## src/rtl/bus_pkg.sv

```systemverilog
// Shared bus and UART definitions: command encoding, register offsets,
// STATUS/CTRL bit positions and the shifter state types.
package bus_pkg;

    typedef enum logic [1:0] {
        CMD_READ    = 2'd0,
        CMD_WRITE   = 2'd1,
        CMD_READ_B  = 2'd2,
        CMD_WRITE_B = 2'd3
    } bus_cmd_t;

    // Byte offsets of the UART registers (addr[0] is ignored).
    localparam logic [2:0] OFF_DATA   = 3'd0;
    localparam logic [2:0] OFF_STATUS = 3'd2;
    localparam logic [2:0] OFF_CTRL   = 3'd4;

    localparam int unsigned ST_TX_FULL      = 0;
    localparam int unsigned ST_TX_EMPTY     = 1;
    localparam int unsigned ST_RX_VALID     = 2;
    localparam int unsigned ST_RX_OVERRUN   = 3;
    localparam int unsigned ST_TX_BUSY      = 4;
    localparam int unsigned ST_RX_FRAME_ERR = 5;

    localparam int unsigned CTRL_RX_IRQ_EN     = 0;
    localparam int unsigned CTRL_TXDONE_IRQ_EN = 1;
    localparam int unsigned CTRL_LOOPBACK      = 2;
    localparam int unsigned CTRL_W             = 3;

    typedef enum logic [1:0] {TX_IDLE, TX_START, TX_DATA, TX_STOP} tx_state_t;
    typedef enum logic [1:0] {RX_IDLE, RX_START, RX_DATA, RX_STOP} rx_state_t;

    function automatic logic is_write(input bus_cmd_t c);
        return (c == CMD_WRITE) || (c == CMD_WRITE_B);
    endfunction

endpackage

```

## src/rtl/sync_fifo.sv

```systemverilog
// Single-clock first-word-fall-through FIFO; DEPTH must be a power of 2.
module sync_fifo #(
    parameter int unsigned WIDTH = 8,
    parameter int unsigned DEPTH = 16
) (
    input  logic                     sysclk,
    input  logic                     reset,
    input  logic                     push,
    input  logic [WIDTH-1:0]         din,
    input  logic                     pop,
    output logic [WIDTH-1:0]         dout,
    output logic                     full,
    output logic                     empty,
    output logic [$clog2(DEPTH):0]   count
);
    localparam int unsigned AW = $clog2(DEPTH);
    localparam int unsigned CW = AW + 1;

    logic [WIDTH-1:0] mem [DEPTH];
    logic [AW-1:0]    wr_ptr;
    logic [AW-1:0]    rd_ptr;
    logic             do_push;
    logic             do_pop;
    logic [CW-1:0]    count_nxt;

    assign dout = mem[rd_ptr];

    // Qualify requests against occupancy and work out the next count.
    always_comb begin
        do_push   = push & ~full;
        do_pop    = pop & ~empty;
        count_nxt = count;
        if (do_push && !do_pop) begin
            count_nxt = count + CW'(1);
        end else if (!do_push && do_pop) begin
            count_nxt = count - CW'(1);
        end
    end

    // Storage array, no reset needed.
    always_ff @(posedge sysclk) begin
        if (do_push) begin
            mem[wr_ptr] <= din;
        end
    end

    // Pointers, count and registered full/empty flags.
    always_ff @(posedge sysclk) begin
        if (reset) begin
            wr_ptr <= '0;
            rd_ptr <= '0;
            count  <= '0;
            full   <= 1'b0;
            empty  <= 1'b1;
        end else begin
            if (do_push) wr_ptr <= wr_ptr + AW'(1);
            if (do_pop)  rd_ptr <= rd_ptr + AW'(1);
            count <= count_nxt;
            full  <= (count_nxt == CW'(DEPTH));
            empty <= (count_nxt == '0);
        end
    end

endmodule

```

## src/rtl/bus_uart.sv

```systemverilog
// Memory-mapped UART on the toggle run/done CPU bus, with TX/RX FIFOs,
// STATUS/CTRL registers and a level interrupt.
// Optional build macro BUS_UART_LOOPBACK_EN adds CTRL bit 2 (internal loopback).
module bus_uart
    import bus_pkg::*;
#(
    parameter int unsigned CLK_FREQ  = 27000000,
    parameter int unsigned BAUD      = 115200,
    parameter int unsigned TX_DEPTH  = 16,
    parameter int unsigned RX_DEPTH  = 8,
    parameter logic [15:0] BASE_ADDR = 16'h0000
) (
    input  logic        sysclk,
    input  logic        reset,
    input  logic [15:0] addr,
    input  logic [1:0]  cmd,
    input  logic        run,
    input  logic [15:0] wr_data,
    output logic [15:0] rd_data,
    output logic        done,
    output logic        uart_txp,
    input  logic        uart_rxp,
    output logic        irq
);
    localparam int unsigned DIV   = CLK_FREQ / BAUD;
    localparam int unsigned CNT_W = $clog2(DIV);
    localparam logic [CNT_W-1:0] CNT_LAST = CNT_W'(DIV - 1);
    localparam logic [CNT_W-1:0] CNT_MID  = CNT_W'(DIV / 2 - 1);

    logic run_m, run_s;
    logic pending, hit, wr, stall, complete;
    logic [2:0] off;
    logic tx_push, tx_pop, rx_pop, stat_rd;
    logic [15:0] status, rd_val;
    logic [CTRL_W-1:0] ctrl;
    logic rx_overrun, rx_frame_err;

    logic [7:0] tx_dout, rx_dout;
    logic tx_full, tx_empty, rx_full, rx_empty;
    logic [$clog2(TX_DEPTH):0] tx_count;
    logic [$clog2(RX_DEPTH):0] rx_count;

    tx_state_t tx_st;
    logic [CNT_W-1:0] tx_cnt;
    logic [2:0] tx_bit;
    logic [7:0] tx_sh;
    logic tx_line, tx_busy;

    rx_state_t rx_st;
    logic [CNT_W-1:0] rx_cnt;
    logic [2:0] rx_bit;
    logic [7:0] rx_sh;
    logic rx_line, rx_m, rx_s, rx_prev, rx_done, rx_ferr;

    logic unused_ok;
    assign unused_ok = ^{wr_data[15:8], addr[0], tx_count, rx_count};

`ifdef BUS_UART_LOOPBACK_EN
    assign rx_line  = ctrl[CTRL_LOOPBACK] ? tx_line : uart_rxp;
    assign uart_txp = tx_line | ctrl[CTRL_LOOPBACK];
`else
    assign rx_line  = uart_rxp;
    assign uart_txp = tx_line;
`endif

    sync_fifo #(.WIDTH(8), .DEPTH(TX_DEPTH)) u_tx_fifo (
        .sysclk(sysclk), .reset(reset), .push(tx_push), .din(wr_data[7:0]),
        .pop(tx_pop), .dout(tx_dout), .full(tx_full), .empty(tx_empty), .count(tx_count)
    );

    sync_fifo #(.WIDTH(8), .DEPTH(RX_DEPTH)) u_rx_fifo (
        .sysclk(sysclk), .reset(reset), .push(rx_done), .din(rx_sh),
        .pop(rx_pop), .dout(rx_dout), .full(rx_full), .empty(rx_empty), .count(rx_count)
    );

    // Synchronise the CPU run toggle and the serial input.
    always_ff @(posedge sysclk) begin
        if (reset) begin
            run_m   <= 1'b0;
            run_s   <= 1'b0;
            rx_m    <= 1'b1;
            rx_s    <= 1'b1;
            rx_prev <= 1'b1;
        end else begin
            run_m   <= run;
            run_s   <= run_m;
            rx_m    <= rx_line;
            rx_s    <= rx_m;
            rx_prev <= rx_s;
        end
    end

    // Decode the pending request; a DATA write into a full TX FIFO waits.
    always_comb begin
        pending  = (run_s != done);
        hit      = (addr[15:3] == BASE_ADDR[15:3]);
        off      = {addr[2:1], 1'b0};
        wr       = is_write(bus_cmd_t'(cmd));
        stall    = hit & wr & (off == OFF_DATA) & tx_full;
        complete = pending & ~stall;
        tx_push  = complete & hit & wr & (off == OFF_DATA);
        rx_pop   = complete & hit & ~wr & (off == OFF_DATA) & ~rx_empty;
        stat_rd  = complete & hit & ~wr & (off == OFF_STATUS);
        tx_busy  = (tx_st != TX_IDLE);
        tx_pop   = ~tx_empty & ((tx_st == TX_IDLE) | ((tx_st == TX_STOP) & (tx_cnt == CNT_LAST)));
    end

    // STATUS image and read-data mux.
    always_comb begin
        status                  = '0;
        status[ST_TX_FULL]      = tx_full;
        status[ST_TX_EMPTY]     = tx_empty;
        status[ST_RX_VALID]     = ~rx_empty;
        status[ST_RX_OVERRUN]   = rx_overrun;
        status[ST_TX_BUSY]      = tx_busy;
        status[ST_RX_FRAME_ERR] = rx_frame_err;
        rd_val = 16'hFFFF;
        if (hit) begin
            case (off)
                OFF_DATA:   rd_val = rx_empty ? 16'h0000 : {8'h00, rx_dout};
                OFF_STATUS: rd_val = status;
                OFF_CTRL:   rd_val = 16'(ctrl);
                default:    rd_val = 16'hFFFF;
            endcase
        end
    end

    // Bus completion: done toggle, read data capture and CTRL writes.
    always_ff @(posedge sysclk) begin
        if (reset) begin
            done    <= 1'b0;
            rd_data <= '0;
            ctrl    <= '0;
        end else if (complete) begin
            done <= ~done;
            if (!wr) begin
                rd_data <= rd_val;
            end else if (hit && off == OFF_CTRL) begin
`ifdef BUS_UART_LOOPBACK_EN
                ctrl <= wr_data[CTRL_W-1:0];
`else
                ctrl <= {1'b0, wr_data[1:0]};
`endif
            end
        end
    end

    // Sticky RX error flags; a new event wins over a STATUS-read clear.
    always_ff @(posedge sysclk) begin
        if (reset) begin
            rx_overrun   <= 1'b0;
            rx_frame_err <= 1'b0;
        end else begin
            if (stat_rd) begin
                rx_overrun   <= 1'b0;
                rx_frame_err <= 1'b0;
            end
            if (rx_done && rx_full) rx_overrun   <= 1'b1;
            if (rx_ferr)            rx_frame_err <= 1'b1;
        end
    end

    // Registered interrupt.
    always_ff @(posedge sysclk) begin
        if (reset) begin
            irq <= 1'b0;
        end else begin
            irq <= (ctrl[CTRL_RX_IRQ_EN] & ~rx_empty) |
                   (ctrl[CTRL_TXDONE_IRQ_EN] & tx_empty & ~tx_busy);
        end
    end

    // TX shifter: start, 8 data bits LSB first, stop; chains frames without a gap.
    always_ff @(posedge sysclk) begin
        if (reset) begin
            tx_st   <= TX_IDLE;
            tx_cnt  <= '0;
            tx_bit  <= '0;
            tx_sh   <= '0;
            tx_line <= 1'b1;
        end else begin
            case (tx_st)
                TX_IDLE: begin
                    if (tx_pop) begin
                        tx_st   <= TX_START;
                        tx_cnt  <= '0;
                        tx_sh   <= tx_dout;
                        tx_line <= 1'b0;
                    end
                end
                TX_START: begin
                    if (tx_cnt == CNT_LAST) begin
                        tx_st   <= TX_DATA;
                        tx_cnt  <= '0;
                        tx_bit  <= '0;
                        tx_line <= tx_sh[0];
                        tx_sh   <= {1'b0, tx_sh[7:1]};
                    end else begin
                        tx_cnt <= tx_cnt + CNT_W'(1);
                    end
                end
                TX_DATA: begin
                    if (tx_cnt == CNT_LAST) begin
                        tx_cnt <= '0;
                        if (tx_bit == 3'd7) begin
                            tx_st   <= TX_STOP;
                            tx_line <= 1'b1;
                        end else begin
                            tx_bit  <= tx_bit + 3'd1;
                            tx_line <= tx_sh[0];
                            tx_sh   <= {1'b0, tx_sh[7:1]};
                        end
                    end else begin
                        tx_cnt <= tx_cnt + CNT_W'(1);
                    end
                end
                TX_STOP: begin
                    if (tx_cnt == CNT_LAST) begin
                        tx_cnt <= '0;
                        if (tx_pop) begin
                            tx_st   <= TX_START;
                            tx_sh   <= tx_dout;
                            tx_line <= 1'b0;
                        end else begin
                            tx_st <= TX_IDLE;
                        end
                    end else begin
                        tx_cnt <= tx_cnt + CNT_W'(1);
                    end
                end
                default: tx_st <= TX_IDLE;
            endcase
        end
    end

    // RX sampler: mid-bit sampling, false-start rejection, stop-bit check.
    always_ff @(posedge sysclk) begin
        if (reset) begin
            rx_st   <= RX_IDLE;
            rx_cnt  <= '0;
            rx_bit  <= '0;
            rx_sh   <= '0;
            rx_done <= 1'b0;
            rx_ferr <= 1'b0;
        end else begin
            rx_done <= 1'b0;
            rx_ferr <= 1'b0;
            case (rx_st)
                RX_IDLE: begin
                    if (rx_prev && !rx_s) begin
                        rx_st  <= RX_START;
                        rx_cnt <= '0;
                    end
                end
                RX_START: begin
                    if (rx_cnt == CNT_MID) begin
                        rx_cnt <= '0;
                        rx_bit <= '0;
                        rx_st  <= rx_s ? RX_IDLE : RX_DATA;
                    end else begin
                        rx_cnt <= rx_cnt + CNT_W'(1);
                    end
                end
                RX_DATA: begin
                    if (rx_cnt == CNT_LAST) begin
                        rx_cnt <= '0;
                        rx_sh  <= {rx_s, rx_sh[7:1]};
                        if (rx_bit == 3'd7) rx_st <= RX_STOP;
                        else                rx_bit <= rx_bit + 3'd1;
                    end else begin
                        rx_cnt <= rx_cnt + CNT_W'(1);
                    end
                end
                RX_STOP: begin
                    if (rx_cnt == CNT_LAST) begin
                        rx_cnt <= '0;
                        rx_st  <= RX_IDLE;
                        if (rx_s) rx_done <= 1'b1;
                        else      rx_ferr <= 1'b1;
                    end else begin
                        rx_cnt <= rx_cnt + CNT_W'(1);
                    end
                end
                default: rx_st <= RX_IDLE;
            endcase
        end
    end

endmodule

```

## config.mk

```make
export PLATFORM = sky130hd
export DESIGN_NAME = bus_uart
export DESIGN_NICKNAME = d
export VERILOG_FILES = /design/src/rtl/bus_pkg.sv /design/src/rtl/sync_fifo.sv /design/src/rtl/bus_uart.sv
export SDC_FILE = /design/constraint.sdc
export NUM_CORES = 1
export LEC_CHECK = 0
export CAP_MARGIN = 20
export CORE_UTILIZATION = 45
export DETAILED_ROUTE_END_ITERATION = 16
export PLACE_DENSITY = 0.66
export SLEW_MARGIN = 20
export SYNTH_ARGS = -nofsm -noshare
export SYNTH_HDL_FRONTEND = slang
export SYNTH_HIERARCHICAL = 1
export SYNTH_SLANG_ARGS = --single-unit
export TNS_END_PERCENT = 5
```

## constraint.sdc

```tcl
create_clock -name sysclk -period 5.4 [get_ports sysclk]
set_clock_uncertainty 0.2 [all_clocks]
set_input_delay 1.08 -clock sysclk [delete_from_list [all_inputs] [get_ports sysclk]]
set_output_delay 1.08 -clock sysclk [all_outputs]
set_load 0.02 [all_outputs]
```

Word level (Yosys, flattened, before mapping)
Memory sizes are Yosys's and may differ from the RTL's. A register that Yosys moved wholly into a read port is not among the register bits.
Index checks and enable logic that the tools add are counted.
- register bits: 99
- bits in writable memories: 192
- input bits: 38
- memories kept: 2
- memory list (name ; depth ; width ; rd ports ; clocked after memory_dff ; write ports ; RTL line ; source):
    u_tx_fifo.mem ; 16 ; 8 ; 1 ; 1 ; 1 ; sync_fifo.sv:19 ; logic [WIDTH-1:0] mem [DEPTH];
    u_rx_fifo.mem ; 8 ; 8 ; 1 ; 1 ; 1 ; sync_fifo.sv:19 ;
- add/subtract/negate cells: 12
- eq/ne operators: 30
- muxes and demuxes: 61
- bitwise operators: 32
- reduce and logical (&&, ||, !) cells: 37
- operators with widths (kind ; count):
    $mux 8 ; 11
    $pmux 16 s3 ; 1
    $pmux 8 s4 ; 1
    $mux 3 ; 8
    $pmux 8 s3 ; 1
    $mux 2 ; 11
    $and 1x1->1 ; 20
    $ne 2x2->1 const B ; 10
    $add 8x1->8 const B ; 2
    $eq 8x8->1 const B ; 2
    $mux 16 ; 1
    $mux 4 ; 4
    $pmux 2 s4 ; 2
    $pmux 8 s2 ; 1
    $mux 1 ; 15
    $logic_not 13->1 ; 1
    $add 3x1->3 const B ; 4
    $add 4x1->4 const B ; 3
    $eq 2x2->1 const B ; 6
    $pmux 3 s2 ; 2
    $reduce_and 4->1 ; 3
    $mux 5 ; 2
    $not 1->1 ; 10
    $reduce_and 5->1 ; 2
    other kinds (24) ; 49

Depth between registers and ports, before layout
- word-level depth: 16
- mapped depth: 12

Modules after synthesis
Netlist, hierarchy kept.
- modules (own cells, without submodules) (module ; times used ; cells an instance ; area each (um2) ; seq. area each (um2)):
    sync_fifo (u_tx_fifo) ; 1 ; 292 ; 5889.4 ; 4224.1
    bus_uart ; 1 ; 385 ; 3425.8 ; 1301.2
    sync_fifo (u_rx_fifo) ; 1 ; 176 ; 3170.5 ; 2222.1

Least setup slack after synthesis
OpenSTA, ideal clock, no wires.
- path kind: input -> register
- start: input addr[4]
- end: memory u_tx_fifo.mem[7][0], enable pin
- arrival: 2.648 ns
- slack: 2.220 ns
- cell stages on the path: 8
- buffers on the path: 1
- cell sequence: nor4_1 -> nand4_1 -> nor3_1 -> nor2b_1 -> buf_2 -> nand2_1 -> nor2_1 -> and2_1
- word-level cells in the longest chain between the ends: 12
- ends and longest elaborated chain (item ; RTL line ; source):
    from (decl) ; bus_uart.sv:15 ; input logic [15:0] addr,
    $logic_not 13->1 (*) ; bus_uart.sv:96 ; hit = (addr[15:3] == BASE_ADDR[15:3]);
    $and 1x1->1 (3 in a row) ; bus_uart.sv:99 ; stall = hit & wr & (off == OFF_DATA) & tx_full;
    $not 1->1 ; bus_uart.sv:100 ; complete = pending & ~stall;
    $and 1x1->1 ; bus_uart.sv:100 ;
    $and 1x1->1 (*) (3 in a row) ; bus_uart.sv:101 ; tx_push = complete & hit & wr & (off == OFF_DATA);
    net tx_push ; bus_uart.sv:33 ; logic tx_push, tx_pop, rx_pop, stat_rd;
    $and 1x1->1 (*) ; sync_fifo.sv:30 ; do_push = push & ~full;
    $mux 1 (*) ; sync_fifo.sv:42 ; if (do_push) begin
    $mux 1 (implied by the code) (*) ; sync_fifo.sv:43 ; mem[wr_ptr] <= din;
    to (decl) ; sync_fifo.sv:19 ;
The timed path passes the listed nets; every way through them passes the cells marked *.

Worst setup path in the final report
- start: input addr[4]
- end: memory u_tx_fifo.mem[3][0], enable pin
The elaborated chain is that of the path after synthesis.

==> metrics.md <==
| Metric | Value |
|---|---|
| Final period util | a little over two thirds |
| Most area-consuming cells after synthesis | edfxtp_1 46%, dfxtp_1 16%, mux4_1 8.4% |
| Deepest level of the CTS H-tree | 1 |
| CORE AREA | 0.02710 mm² |
| ANT nets after route | 0 |
| Fin crit period | around 3.8 ns |
| Critical Path End Type | flop |
| Die H | ~170 µm |
| Post-synth cell types | 65 |
| Initial DRC count | ~600 |
| Fin Setup TNS | 0 ns |
| Startpoint types | input pin |
| First-pass GRT wire length | between 30 and 40 mm |
| Hpwl dp | 15.14 mm |
| Post-synthesis net count | a little over 900 |
| # nets final | 960 |
| Share of layout cells above drive strength 1 | approximately 9.6% |
| Maximum root-to-sink buffer count | 3 |
| Post-synthesis async set-or-reset flop share | 0% |
| Initial Util | 46.07% |
| Top FF cell, synth | edfxtp_1 |
| Required time of the critical path | about 5.4 ns |
| #FFs+latches synth | 291 |
| Residual DRC count | 0 |
| Vias in the first global route | between 6000 and 7000 |
| Achievable frequency | 0.2626 GHz |
| Total power draw | 4.948 mW |
| CTS tree | done |
| Count leader, synth | edfxtp_1 |
| Multi-input gate area | 0.004322 mm² |
| Worst-margin pin slew | a little over 1 ns |
| Vias | about 6900 |
| WP data arrival | 3.81 ns |
| Yosys warning count | 6 |
| P&R area growth vs syn | 13.17% |
| Largest net degree at the start of global routing | 42 |
| Die width | around 170 µm |
| Boundary Pins | 57 |
| CTS resizes | 0 |
| Syn_area_per_cell | between 10 and 15 µm² |
| Synth top area share | 46.18% |
| CP Class | in2reg |
| GR Overflow Total | 0 |
| Num Clock Sinks | 291 |
| Initial antenna violation count | 0 |
| Endpoints failing setup | 0 |
| Vias per cell | around 5.4 |
| Post-CTS Hold Fix Bufs | 0 |
| DRT Wirelength | 23.42 mm |
| Critical Path Source | addr[4] |
| DRT Pass-1 Iters | 5 |
| RSZ-0062 raised after global routing | no |
| Drt wl/cell | ~18 µm |
| Post-CTS setup buffer count | 0 |
| Post-synth EDFFs | 192 |
| Pwr per Cell Area | about 350 mW/mm² |
| Root Driver | clkbuf_16 |
| Worst R2R Start | tx_cnt[3] |
| Tightest Hold Check Type | reg2reg |
| Total CTS buffers | 29 |
| Slew Limit Fails | 0 |
| Synth top cells by count | 192 x edfxtp_1, 99 x dfxtp_1, 64 x nor2_1 |
| Die area | roughly 0.028 mm² |
| Total global routing track utilization | roughly 16% |
| Synth area leader | edfxtp_1 |
| Synth Cell Area | 0.01249 mm² |
| Critical path fanouts, max | 8 |
| Fin Hold WS | about 0.19 ns |
| Sequential area share after synthesis | 62.05% |
| # rows | 60 |
| Placer congestion estimate | around 0.78 |
| Post-Synthesis Cells | roughly 850 |
| Slew headroom | approximately a third |
| IO buf count | 46 |
| LEAKAGE | approximately 4.6 nW |
| Fill count | roughly 2200 |
| Status | complete, no violations |
| HP Start | rx_m |
| Worst-skew pair later-pin latency | 0.56 ns |
| Hold Violations, Final | 0 |
| Final Cell Area | around 0.014 mm² |
| Max Cap Viol | 0 |
| Inserted Diodes | 0 |
| FF/Latch Area | approximately 0.0077 mm² |
| Clk slew on worst S/H paths | 0.06 ns |
| Worst VDD drop | roughly 0.00024 V |
| Dpl cell area | 0.01314 mm² |
## kinds of logic after synthesis
logic type / share of synthesized area, %
flip-flops: 62.05
AO/OA/AOI/OAI: 6.664
buffers and inverters: 3.377
multiplexers: 13.71
XOR/XNOR: 1.613
AND/OR/NAND/NOR: 9.680
adder cells (fa/ha/maj): 2.906
## final cells by class
cell class	count	area share [%]
flip-flops and latches	291	54.85
multi-input cells	490	30.59
clock buffers	42	5.694
repair buffers	51	3.489
well taps	372	3.294
clock inverters	12	1.293
inverters	30	0.7970
## metal layers
metal / vias up / part of all wire, % / GRT usage [%]
li1: 3357 / - / -
met1: 3403 / 47 / 22.98
met2: 158 / 47 / 27.55
met3: 21 / 4.2 / 2.432
met4: 0 / 1.2 / 3.360
met5: - / 0 / 0
## critical path: stages
cell	delay, ns
clkdlybuf4s50_1	0.39
nor4_1	0.29
nand4_1	0.38
nor3_1	0.52
nand2b_1	0.27
nor3_1	0.39
and2_1	0.48
## stage by stage
stage | std cells | setup WS [ns] | utilization [%]
CTS | 1288 | 1.600 | 52.12
detailed placement | 1234 | 1.010 | 48.48
finish | 1288 | 1.591 | 52.14
global route | 1288 | 1.297 | 52.14
global placement | 1234 | 1.060 | 48.48
floorplan | 853 | 2.220 | -
## cells in the final DEF (no fill, tap or decap), types with 9 or more instances in the layout
| master | instances |
|---|---|
| edfxtp_1 | 192 |
| dfxtp_1 | 97 |
| nor2_1 | 64 |
| clkdlybuf4s50_1 | 45 |
| nand2_1 | 43 |
| mux4_1 | 40 |
| inv_1 | 30 |
| ha_1 | 29 |
| clkbuf_16 | 29 |
| a211oi_1 | 23 |
| a21oi_1 | 23 |
| mux2i_1 | 21 |
| and2_1 | 21 |
| nand2b_1 | 19 |
| nor3_1 | 18 |
| mux4_2 | 16 |
| xor2_1 | 15 |
| nand3_1 | 15 |
| a31oi_1 | 13 |
| o21ai_0 | 13 |
| nand4_1 | 10 |
| and3_1 | 10 |
| clkbuf_1 | 10 |
| nor4_1 | 9 |
## flip-flops by register name (all words and copies together), names as in the netlist, 2 cells and up, named ones only
name and cells:
u_tx_fifo/rd_ptr 4, u_rx_fifo/count 4, u_rx_fifo/mem 64, tx_bit 3, u_tx_fifo/mem 128, tx_st 2
rx_bit 3, rx_cnt 8, u_tx_fifo/wr_ptr 4, u_tx_fifo/count 5, tx_sh 8, u_rx_fifo/wr_ptr 3
rd_data 9, tx_cnt 8, rx_sh 8, u_rx_fifo/rd_ptr 3, ctrl 2
## worst paths after layout
check	slack (ns)	end	depth (start not counted)
max	1.59	u_tx_fifo/mem[3][0]	7
max reg2reg	2.28	u_tx_fifo/empty	8
min reg2reg	0.19	rx_s	1
min	0.19	rx_s	1
## where the power goes
group | total (mW) | leakage (nW) | switching (mW) | internal [mW]
clock | 2.05 | 0.475 | 0.821 | 1.23
combinational | 0.456 | 1.63 | 0.262 | 0.194
sequential | 2.44 | 2.54 | 0.0396 | 2.40
total | 4.95 | 4.65 | 1.12 | 3.82
(Power assumes the default switching activity.)
